--- src/rtl/relu_stream_ctrl.sv ---
// Sequencer for the 2-stage ReLU unit: streams NUM_CH feature maps of MAP_LEN elements.
// Optional negative-input counter is enabled with `define RELU_NEG_CNT_EN.
module relu_stream_ctrl #(
  parameter int MAP_LEN = 784,
  parameter int NUM_CH  = 8,
  parameter int CNT_W   = 16,
  parameter int CH_W    = 4
) (
  input  logic            clk,
  input  logic            clr,
  input  logic            start,
  output logic            busy,
  output logic            done,
  output logic            ch_done,
  output logic [CH_W-1:0] ch_idx,
  input  logic            in_valid,
  output logic            in_ready,
  input  logic            in_neg,
  output logic            out_valid,
  input  logic            out_ready,
  output logic            out_last,
  output logic            act_clr,
  output logic            en_act,
  output logic            en_act_out
`ifdef RELU_NEG_CNT_EN
  ,
  output logic [CNT_W-1:0] neg_cnt
`endif
);

  localparam logic [CNT_W-1:0] LAST    = CNT_W'(MAP_LEN - 1);
  localparam logic [CH_W-1:0]  CH_LAST = CH_W'(NUM_CH - 1);

  typedef enum logic [2:0] {IDLE, CLR, RUN, DRAIN, DONE} state_t;

  state_t           state;
  logic             xv, yv;
  logic [CNT_W-1:0] in_cnt, out_cnt;
  logic             y_take;

  assign y_take     = yv & out_ready;
  assign en_act_out = xv & (~yv | out_ready);
  assign in_ready   = (state == RUN) & (~xv | en_act_out);
  assign en_act     = in_valid & in_ready;
  assign out_valid  = yv;
  assign out_last   = yv & (out_cnt == LAST);

`ifndef RELU_NEG_CNT_EN
  logic unused_in_neg;
  assign unused_in_neg = in_neg;
`endif

  always_ff @(posedge clk or negedge clr) begin
    if (!clr) begin
      state   <= IDLE;
      xv      <= 1'b0;
      yv      <= 1'b0;
      in_cnt  <= '0;
      out_cnt <= '0;
      ch_idx  <= '0;
      busy    <= 1'b0;
      done    <= 1'b0;
      ch_done <= 1'b0;
      act_clr <= 1'b0;
`ifdef RELU_NEG_CNT_EN
      neg_cnt <= '0;
`endif
    end else begin
      xv      <= en_act | (xv & ~en_act_out);
      yv      <= en_act_out | (yv & ~out_ready);
      done    <= 1'b0;
      ch_done <= 1'b0;
      act_clr <= 1'b0;
      if (en_act)  in_cnt  <= in_cnt + 1'b1;
      if (y_take)  out_cnt <= out_cnt + 1'b1;
`ifdef RELU_NEG_CNT_EN
      if (en_act && in_neg) neg_cnt <= neg_cnt + 1'b1;
`endif
      case (state)
        IDLE: if (start) begin
          state   <= CLR;
          act_clr <= 1'b1;
          busy    <= 1'b1;
        end
        CLR: begin
          in_cnt  <= '0;
          out_cnt <= '0;
`ifdef RELU_NEG_CNT_EN
          neg_cnt <= '0;
`endif
          state   <= RUN;
        end
        RUN: if (en_act && in_cnt == LAST) state <= DRAIN;
        // The final take of a channel always lands here: every element is already in.
        DRAIN: if (y_take && out_cnt == LAST) begin
          if (ch_idx < CH_LAST) begin
            ch_done <= 1'b1;
            ch_idx  <= ch_idx + 1'b1;
            act_clr <= 1'b1;
            state   <= CLR;
          end else begin
            done  <= 1'b1;
            busy  <= 1'b0;
            state <= DONE;
          end
        end
        DONE: begin
          ch_idx <= '0;
          state  <= IDLE;
        end
        default: state <= IDLE;
      endcase
    end
  end

endmodule

--- config.mk ---
export PLATFORM = sky130hd
export DESIGN_NAME = relu_stream_ctrl
export DESIGN_NICKNAME = d
export VERILOG_FILES = /design/src/rtl/relu_stream_ctrl.sv
export SDC_FILE = /design/constraint.sdc
export NUM_CORES = 1
export LEC_CHECK = 0
export BUFFER_PORTS_ARGS = -buffer_cell sky130_fd_sc_hd__buf_2
export CAP_MARGIN = 20
export CORE_ASPECT_RATIO = 1.1
export CORE_MARGIN = 3
export CORE_UTILIZATION = 40
export CTS_BUF_LIST = sky130_fd_sc_hd__clkbuf_4
export CTS_CLUSTER_DIAMETER = 200
export DETAILED_ROUTE_END_ITERATION = 10
export HOLD_SLACK_MARGIN = 0.1
export PLACE_DENSITY = 0.57
export SETUP_SLACK_MARGIN = 0.3
export SKIP_CTS_REPAIR_TIMING = 1
export SLEW_MARGIN = 10
export SYNTH_ARGS = -nofsm -noshare
export SYNTH_HDL_FRONTEND = slang
export SYNTH_SLANG_ARGS = --single-unit
--- constraint.sdc ---
create_clock -name clk -period 5.8 [get_ports clk]
set_input_delay 0.29 -clock clk [delete_from_list [all_inputs] [get_ports clk]]
set_output_delay 0.29 -clock clk [all_outputs]
set_load 0.03 [all_outputs]
# Word-level counts from Yosys, hierarchy flattened
# Cells that the tools add are included.
[op_classes]
add_sub_neg = 3
n_lt_le_gt_ge = 1
eq_ne = 11
n_mux = 24
n_bitwise = 15
reduce_logical = 10
[ops]
columns = ["op", "count"]
rows = [
  ["$mux W16", 4],
  ["$add A16 B1 Y16 const B", 2],
  ["$eq A16 B10 Y1 const B", 2],
  ["$mux W3", 4],
  ["$pmux W3 S4", 1],
  ["$mux W1", 10],
  ["$mux W4", 2],
  ["$ne A2 B2 Y1 const B", 4],
  ["$pmux W4 S2", 1],
  ["$reduce_bool A2 Y1", 4],
  ["$and A1 B1 Y1", 7],
  ["$eq A3 B2 Y1 const B", 2],
  ["$reduce_and A3 Y1", 2],
  ["$add A4 B1 Y4 const B", 1],
  ["$lt A4 B3 Y1 const B", 1],
  ["$not A1 Y1", 4],
  ["$or A1 B1 Y1", 4],
  ["$pmux W1 S2", 2],
  ["$reduce_and A4 Y1", 1],
  ["$eq A3 B1 Y1 const B", 1],
  ["$eq A3 B3 Y1 const B", 1],
  ["$logic_not A3 Y1", 1],
  ["$logic_and A1 B1 Y1", 2],
  ["$ne A2 B1 Y1 const B", 1],
]
[word_totals]
ff_bits = 45
out_inout_bits = 13
wordCells = 74

# Depth between registers and ports, before layout
# Gate-level depths: netlist of the first run.
[logic_depth]
ltp_word = 9
mapped_depth = 6

# Least setup slack after synthesis of the first run
# OpenSTA, ideal clock, no wires.
[synth_path]
kind = "reg-to-reg"
startpoint = "reg out_cnt[0]"
endpoint = "reg ch_idx[0]"
setup_ns = 0.087
arrival_time_ns = 2.195
required_time_ns = 5.713
path_slack_ns = 3.519
path_stages_with_launch = 7
n_path_buf = 1
period_less_slack_ns = 2.281
cell_sequence = "dfrtp_1 > ha_1 > or4b_1 > or4_1 > buf_2 > or4_1 > o211ai_1"
[synth_via]
elab_chain_cells = 4
[synth_rtl]
columns = ["item", "line", "rtl"]
rows = [
  ["start: declaration", "38", "logic [CNT_W-1:0] in_cnt, out_cnt;"],
  ["start signal: assignment", "75", "if (y_take) out_cnt <= out_cnt + 1'b1;"],
  ["$eq A16 B10 Y1", "95", "DRAIN: if (y_take && out_cnt == LAST) begin"],
  ["$logic_and A1 B1 Y1", "95", ""],
  ["$ne A2 B2 Y1 (no source line)", "-", ""],
  ["$reduce_and A3 Y1 (no source line)", "-", ""],
  ["end signal: assignment", "98", "ch_idx <= ch_idx + 1'b1;"],
  ["end: declaration", "15", "output logic [CH_W-1:0] ch_idx,"],
]
# No other way between the ends.
# A chain may end at the register's enable or synchronous reset.

# Worst setup path in the final report of the first run
[layout_path]
startpoint = "reg out_cnt[0]"
endpoint = "out out_last"
[layout_via]
elab_chain_cells = 2
[layout_rtl]
columns = ["item", "line", "rtl"]
rows = [
  ["$eq A16 B10 Y1", "46", "assign out_last = yv & (out_cnt == LAST);"],
  ["$and A1 B1 Y1", "46", ""],
  ["end: declaration", "21", "output logic out_last,"],
]
# No other way between the ends.

==> results, run 1 <==
- The flow ran to the end, and the final reports show no timing, DRC or antenna violations.
- The final setup TNS is 0 ns.
- The share of synthesized area occupied by flip-flops and latches is 48.47%.
- The largest single stage delay on the critical path is 0.48 ns.
- The number of standard cells after synthesis is 255.
- The synthesized net count is 264.
- The cell at the root of the clock tree is clkbuf_4.
- Entering global routing, the biggest net connects 46 pins.
- The first-pass GRT wire length is 8618 um.
- The antenna diode count is 0.
- Power spread over the standard cell area amounts to 201.3 nW/um^2.
- The max-cap violation count is 0.
- Of the available clock period, the critical path in the final layout requires 44.99%.
- The first detailed-routing pass took 4 iterations.
- The share of the core filled with cells is 46.93%.
- The count of synthesis-stage warnings from yosys is 0.
- In this run the cell area of the synthesized design comes to 2323 um^2.
- The mean routed wirelength per cell is 14.23 um.
- For this run, design rule violations remaining after detail routing come to 0.
- The final number of max-transition violations came to 0.
- In this run the worst path has a maximum fanout of 4.
- The height of the chip is 85.94 um.
- The signal on the critical path passes through ha_1 -> or4b_1 -> nor4_1 -> and3_1 -> buf_2.
- The path class of the tightest hold or removal check is in -> reg.
- The area of the core region is 5500 um^2.
- The overall routed net length is 4911 um.
- The post-route netlist has 10.74% of its cells at a drive strength greater than 1.
- The number of antenna violations at the first check in global routing was 0.
- Port buffering added 17 buffers.
- dfrtp_1 takes more of the synthesized area than any other cell.
- By area the synthesized netlist is led by dfrtp_1 48%, xnor2_1 4.5%, nor2_1 4.0%.
- Setup repair after global routing left no endpoint under its margin.
- The analysis attributes to cell leakage a power of 1.130 nW.
- The number of global-route vias before repair is 1870.
- The count of antenna-violating nets left after detailed routing is 0.
- The final-report hold violation count is 0.
- For this run, the top clock speed supported by timing is 383.2 MHz.
- After synthesis, the share of flip-flops with an asynchronous set or reset is 100.0%.
- The commonest cells after synthesis are 45 x dfrtp_1, 25 x nor2_1, 22 x nand2_1.
- For the pin with the worst max-slew slack, the measured transition is 0.8802 ns.
- Dividing the synthesized area by the synthesized cell count gives 9.112 um^2.
- The number of buffers on the longest clock path is 2.
- After clock tree synthesis, the clock-pin slew on the worst setup and hold paths is 0.14 ns.
- The area growth from synthesis to layout is 11.09%.
- The overall die area is 6760 um^2.
- The number of standard-cell rows in the floorplan is 28.
- The number of buffers created by CTS is 5.
- The library cell contributing the largest single delay on the critical path is nor4_1.
- The kind of launch point of the worst setup path is a flop.
- After the first detailed-routing iteration, the DRC count stood at 95.
- The type of the worst setup path is reg -> out.
- In the routed layout, each cell is associated on average with a via count of 5.525.
- The required time of the critical path is 5.51 ns.
- The flop and latch count out of synthesis is 45.
- The most repeated cell in the gate-level netlist after synthesis is dfrtp_1.
- The total number of clock tree sinks is 45.
- The number of H-tree levels is 2.
- The routed layout has 1906 vias.
- The element type at the critical path end is an output port.
- The count of different cell masters after synthesis is 37.
- The worst-case vdd ir drop is 0.1110 mV.
- The number of placed I/O pins is 19.
- For this run, the leading register cell type out of synthesis is dfrtp_1.
- The number of flops mapped to enable cells by yosys is 0.
- The number of nets in the layout is 278.
- Once the floorplan was initialized, standard cells occupied 42.24% of the core.
- The clock period minus worst slack is 2.610 ns.
- TritonCTS built the clock tree.
- Routability-driven placement finished with a final weighted congestion of 0.7621.
- For the worst-skew pair, the clock arrives at the later sink with an insertion delay of 0.36 ns.
- The worst pin sits at a relative slew slack of 40.78%.
- Setup violations remaining at the end of the flow were counted as 0.
- The width of the die is 78.67 um.
- The total overflow left after global routing is 0.
- The sum of net half-perimeters after detailed placement is 3368 um.
- Global routing consumed, over all layers together, 15.97% of the routing resources.
- In this run the biggest area consumer among cell types represents 48.47% of the synthesized area.
- Data on the critical path arrives at its endpoint at 2.32 ns.
- The maximum clock skew at final layout is 0.01461 ns.
[per-layer routing]
| metal | GRT usage [%] | up-vias | part of all wire (%) |
|---|---|---|---|
| met5 | 0 | - | 0 |
| met1 | 20.97 | 918 | 47 |
| met4 | 6.677 | 0 | 1.2 |
| met2 | 25.95 | 27 | 48 |
| li1 | - | 955 | - |
| met3 | 2.836 | 6 | 3.4 |
[sequential cells by signal (all words and copies together) (netlist names), 3 cells and up]
name / flops
ch_idx: 4
state: 3
out_cnt: 16
in_cnt: 16
[placed cells by master, fill, tap and decap left out, drive strengths merged, types with 3 or more instances in the layout]
cell	Yosys	final
ha	3	3
nor4	12	12
or3	8	8
buf	1	19
nand2	22	22
o31ai	3	3
xnor2	12	12
nand4	12	12
nand3	14	14
nor3	9	9
xor2	5	5
dfrtp	45	45
inv	8	8
a21oi	17	17
o21ai	12	12
and3	3	3
nor2	25	25
or4	8	8
clkbuf	12	5
[area by class of cell]
cell class | count | area [um^2]
Timing Repair Buffer | 20 | 130.1
Tap cell | 75 | 93.84
Multi-Input combinational cell | 189 | 1122
Clock inverter | 3 | 41.29
Fill cell | 557 | 2919
Clock buffer | 5 | 37.54
Inverter | 8 | 30.03
Sequential cell | 45 | 1126
[worst max-delay path, delay by kind of cell (launching register included)]
| family | cells | cell delay (ns) |
|---|---|---|
| DFF | 1 | 0.42 |
| buffers and inverters | 1 | 0.20 |
| adders and majority gates | 1 | 0.18 |
| and+or+nand+nor | 3 | 1.16 |
[kinds of logic (layout without fill, tap and decap cells)]
group,Yosys count,after routing,synth area share [%]
AND/OR/NAND/NOR,129,129,30.16
flip-flops,45,45,48.47
AO/OA/AOI/OAI,40,40,9.908
buffers and inverters,21,36,3.446
XOR/XNOR,17,17,6.408
adder cells (fa/ha/maj),3,3,1.616
[final timing paths]
| kind | depth (start not counted) | slack, ns | from | to |
|---|---|---|---|---|
| min in group asynchronous | 2 | 0.43 | clr | out_valid |
| max reg2reg | 5 | 3.37 | out_cnt[0] | ch_idx[0] |
| min reg2reg | 1 | 0.50 | xv | out_valid |
| min | 3 | 0.19 | start | act_clr |
| max | 5 | 3.19 | out_cnt[0] | out_last |
| max in group asynchronous | 3 | 4.85 | clr | xv |
[power by group]
part	internal (W)	leakage (nW)	total [W]	switching, W
Sequential	0.000314	0.577	0.000314	0
Clock	0.0000893	0.0389	0.000195	0.000105
Combinational	0.00000369	0.514	0.0000113	0.00000762
Total	0.000407	1.13	0.000520	0.000113
[per-stage QoR]
step | total power (W) | hold slack (ns) | instance area, um^2 | worst slack, ns | cells
5_1_grt | 0.0005389 | 0.2047 | 2581 | 3.007 | 345
3_3_place_gp | 0.0003288 | 0.4778 | 2465 | 3.382 | 335
2_1_floorplan | 0.0003208 | -0.005591 | 2323 | 3.519 | 255
3_5_place_dp | 0.0003290 | 0.4882 | 2465 | 3.373 | 335
4_1_cts | 0.0005244 | 0.1232 | 2544 | 3.138 | 343
6_report | 0.0005196 | 0.1857 | 2581 | 3.190 | 345
No activity file was read; power rests on OpenSTA's default activity.
==> inputs of run 2 (changes only) <==
--- a/config.mk
+++ b/config.mk
@@ -14,7 +14,7 @@
 export CTS_CLUSTER_DIAMETER = 200
 export DETAILED_ROUTE_END_ITERATION = 10
 export HOLD_SLACK_MARGIN = 0.1
-export PLACE_DENSITY = 0.57
+export PLACE_DENSITY = 0.59
 export SETUP_SLACK_MARGIN = 0.3
 export SKIP_CTS_REPAIR_TIMING = 1
 export SLEW_MARGIN = 10
==> constraint.sdc (replaced) <==
create_clock -name clk -period 2.4 [get_ports clk]
set_input_delay 0.12 -clock clk [delete_from_list [all_inputs] [get_ports clk]]
set_output_delay 0.12 -clock clk [all_outputs]
set_load 0.03 [all_outputs]
==> run 2 against run 1 <==
Total power is 120% higher. Highest routed layer unchanged. Largest power group unchanged. Setup slack worse by 3.0 ns. Combinational power is 120% higher. Critical endpoint is now ch_idx[0]. Worst hold slack worse by 0.079 ns. Via count is 2.5% higher. Sequential share of layout area is 1.9 points lower. Sequential power is 140% higher.
==> results, run 2 (same netlist as run 1, synthesis figures left out) <==
- Relative to the synthesized area, the layout overhead comes to 16.05%.
- The cell depth of the worst hold path was 3 (unchanged).
- The setup violation total in the final timing report was 0 (unchanged).
- The share of total power in combinational logic was 2.2% (about the same).
- The required time of the critical path is 2.68 ns (-2.83 ns).
- The switching fraction of total power is 22.17% (+0.45 points).
- The count of antenna-violating nets left after detailed routing was 0 (unchanged).
- Derived from the worst setup path, the maximum achievable clock frequency is 460.1 MHz.
- The worst min-delay path class is in -> reg.
- The clock network power share came to 31.4% (-6.0 points).
- The number of nets in the layout was 291 (+4.7%).
- The overall die area came to 6760 um^2 (unchanged).
- The stage delay of the slowest cell on the critical path came to 0.49 ns (about the same).
- The antenna diode count came to 0 (unchanged).
- The library cells used most frequently in the layout, excluding fill and tap cells, are 45 x dfrtp_1, 23 x nor2_1, 22 x nand2_1.
- The cell area power density is 423.1 nW/um^2 (+110%).
- The internal power component is 0.0008879 W (+120%).
- The flow ran to the end, and the final reports show no timing, DRC or antenna violations.
- The largest registers in the layout are in_cnt: 16 flops, out_cnt: 16 flops, ch_idx: 4 flops.
- The sum of net half-perimeters after detailed placement is 3586 um (+6.5%).
- The number of standard-cell rows in the floorplan is 28 (unchanged).
- The critical hold path startpoint is out_ready.
- The effective utilization at floorplan came to 42.24% (unchanged).
- The number of placed I/O pins was 19 (unchanged).
- The mean routed wirelength per cell came to 14.70 um (+3.3%).
- The final-report hold violation count is 0 (unchanged).
- The max-cap violation count is 0 (unchanged).
- The final number of max-transition violations came to 0 (unchanged).
- The sequential cell fraction of total power came to 66.4% (+6.0 points).
- The total number of clock tree sinks is 45 (unchanged).
- The number of filler instances in the final layout is 541 (-2.9%).
- The final cycle utilization of the critical path is 90.57%.
- The clock transition at the register clock pins on the worst setup and hold paths after CTS is 0.12 ns (-0.02 ns).
- The final critical-path setup slack is 0.2264 ns (-2.964 ns).
- The maximum fanout along the worst path is 4 (unchanged).
- The post-placement setup slack is 0.1534 ns (-3.220 ns).
- The DRC violation count after routing is 0 (unchanged).
- The leading cell type in the layout, fill and taps excluded is dfrtp_1.
- TritonCTS built the clock tree.
- The final estimated routing congestion in global placement is 0.7796 (+2.3%).
- The insertion delay to the later sink of the worst-skew pair is 0.36 ns (about the same).
- The headroom to the max-slew limit came to 69.63% (+29 points).
- The width of the die is 78.67 um (unchanged).
- Clock tree synthesis selected as its root buffer the cell clkbuf_4.
- The number of design-rule violations left by the first detailed-router iteration was 140 (+47%).
- The number of antenna violations at the first check in global routing was 0 (unchanged).
- The number of buffers added on ports was 17 (unchanged).
- The critical path in this run is classified as reg -> reg.
- The number of search-and-repair iterations in the first detailed-routing pass came to 4 (unchanged).
- The number of placed instances, taps included is 344 (+2.7%).
- The final-layout worst hold slack is 0.1066 ns (-0.07906 ns).
- The path with the worst hold slack has its endpoint at out_cnt[1].
- The overall global routing resource usage came to 16.37% (+0.40 points).
- The overall via count from detail_route is 1954 (+2.5%).
- The share of final-layout standard cells stronger than drive strength 1 is 17.67% (+6.9 points).
- The slack of the worst reg-to-reg path is 0.23 ns (-3.14 ns).
- The number of buffers on the longest clock path is 2 (unchanged).
- The library cell contributing the largest single delay on the critical path is or4b_4.
- The data arrival time of the critical path is 2.45 ns (+0.13 ns).
- The number of H-tree levels was 2 (unchanged).
- The pin count of the biggest net entering global routing came to 33 (-28%).
- The path depth of the worst reg2reg path is 5 (unchanged).
- The slew at the pin closest to its max-slew limit is 0.4556 ns (-0.4247 ns).
- The worst-case vdd ir drop is 0.2882 mV (+160%).
- The number of global-route vias before repair is 1831 (-2.1%).
- The final cell count without fillers is 358 (+3.8%).
- The height of the chip is 85.94 um (unchanged).
- The area of the core region is 5500 um^2 (unchanged).
- The maximum clock skew at final layout is 0.01121 ns (-0.003394 ns).
- The overall routed net length came to 5264 um (+7.2%).
- Walking the worst path, the cells encountered are ha_1 -> or4b_4 -> or4_4 -> or4_1 -> o211ai_1.
- Setup repair after global routing could not meet its margin everywhere.
- The worst path in the final design needs a cycle of 2.174 ns, including I/O delays and setup.
- The standby leakage power came to 1.204 nW (+6.6%).
- The number of buffers created by CTS is 5 (unchanged).
- The post-detailed-route via-to-cell ratio is 5.458 (-1.2%).
- The worst register-to-register path begins at out_cnt[0].
- STA classifies the critical path startpoint as a flop.
- The aggregate global routing overflow is 0 (unchanged).
- The first-pass GRT wire length came to 8756 um (+1.6%).
- The net switching power is 0.0002530 W (+120%).
- The worst setup path is captured at a flop.
- The endpoint of the worst register-to-register path is ch_idx[0].
## run 2: cell count changes in the layout (fill, tap and decap cells not counted), moves of 2 or more
| cell | delta |
|---|---|
| nor2_1 | -2 |
| or4_4 | +2 |
| nor2_2 | +2 |
| buf_4 | +13 |
| nor4_4 | +2 |
| nor4_1 | -2 |
| clkinv_2 | +2 |
| or4_1 | -2 |
## run 2: worst max path at each step
| stage | start | endpoint | slack, ns | depth (start not counted) |
|---|---|---|---|---|
| detailed placement | out_cnt[6] | busy | 0.15 | 4 |
| global placement | out_cnt[6] | busy | 0.15 | 4 |
| global route | out_cnt[0] | state[0] | 0.17 | 6 |
| finish | out_cnt[0] | ch_idx[0] | 0.23 | 5 |
| floorplan | out_cnt[6] | ch_idx[0] | 0.29 | 5 |
| CTS | out_cnt[0] | out_last | -0.0008 | 6 |
## run 2: through the flow
stage	instance area [um^2]	setup TNS [ns]	util (%)	power [W]
final	2696	0	49.02	0.001141
after global routing	2696	0	49.02	0.001200
after CTS	2587	-0.0007918	47.04	0.001166
after detailed placement	2532	0	46.04	0.0007967
after global placement	2532	0	46.04	0.0007962
after floorplan	2330	0	-	0.0007754
## run 2: worst max-delay path: cells and delay by family (launching register included)
kind | cells | cell delay, ns
and+or+nand+nor | 3 | 1.41
DFF | 1 | 0.40
adders and majority gates | 1 | 0.18
AOI/OAI and AO/OA | 1 | 0.10
## run 2: power groups by stage
stage,clock (W),combinational (W),sequential [W]
after detailed placement,0,0.0000242,0.000773
after global routing,0.000413,0.0000292,0.000758
final,0.000358,0.0000251,0.000758
after CTS,0.000384,0.0000241,0.000758
after floorplan,0,0.00000258,0.000773
after global placement,0,0.0000237,0.000773
## run 2: cell type report
class / instances / area [um^2] / share of cell area [%]
multi-input cells: 189 / 1175 / 43.57
flip-flops and latches: 45 / 1126 / 41.76
clock inverters: 2 / 10.01 / 0.3712
clock buffers: 6 / 45.04 / 1.671
well taps: 75 / 93.84 / 3.480
inverters: 8 / 30.03 / 1.114
repair buffers: 33 / 216.5 / 8.028
## run 2: layer usage
layer / GRT usage [%] / wire length (um)
met5: 0 / 0
met3: 3.992 / 123
met4: 5.882 / 81
met1: 20.75 / 2466
met2: 27.18 / 2593
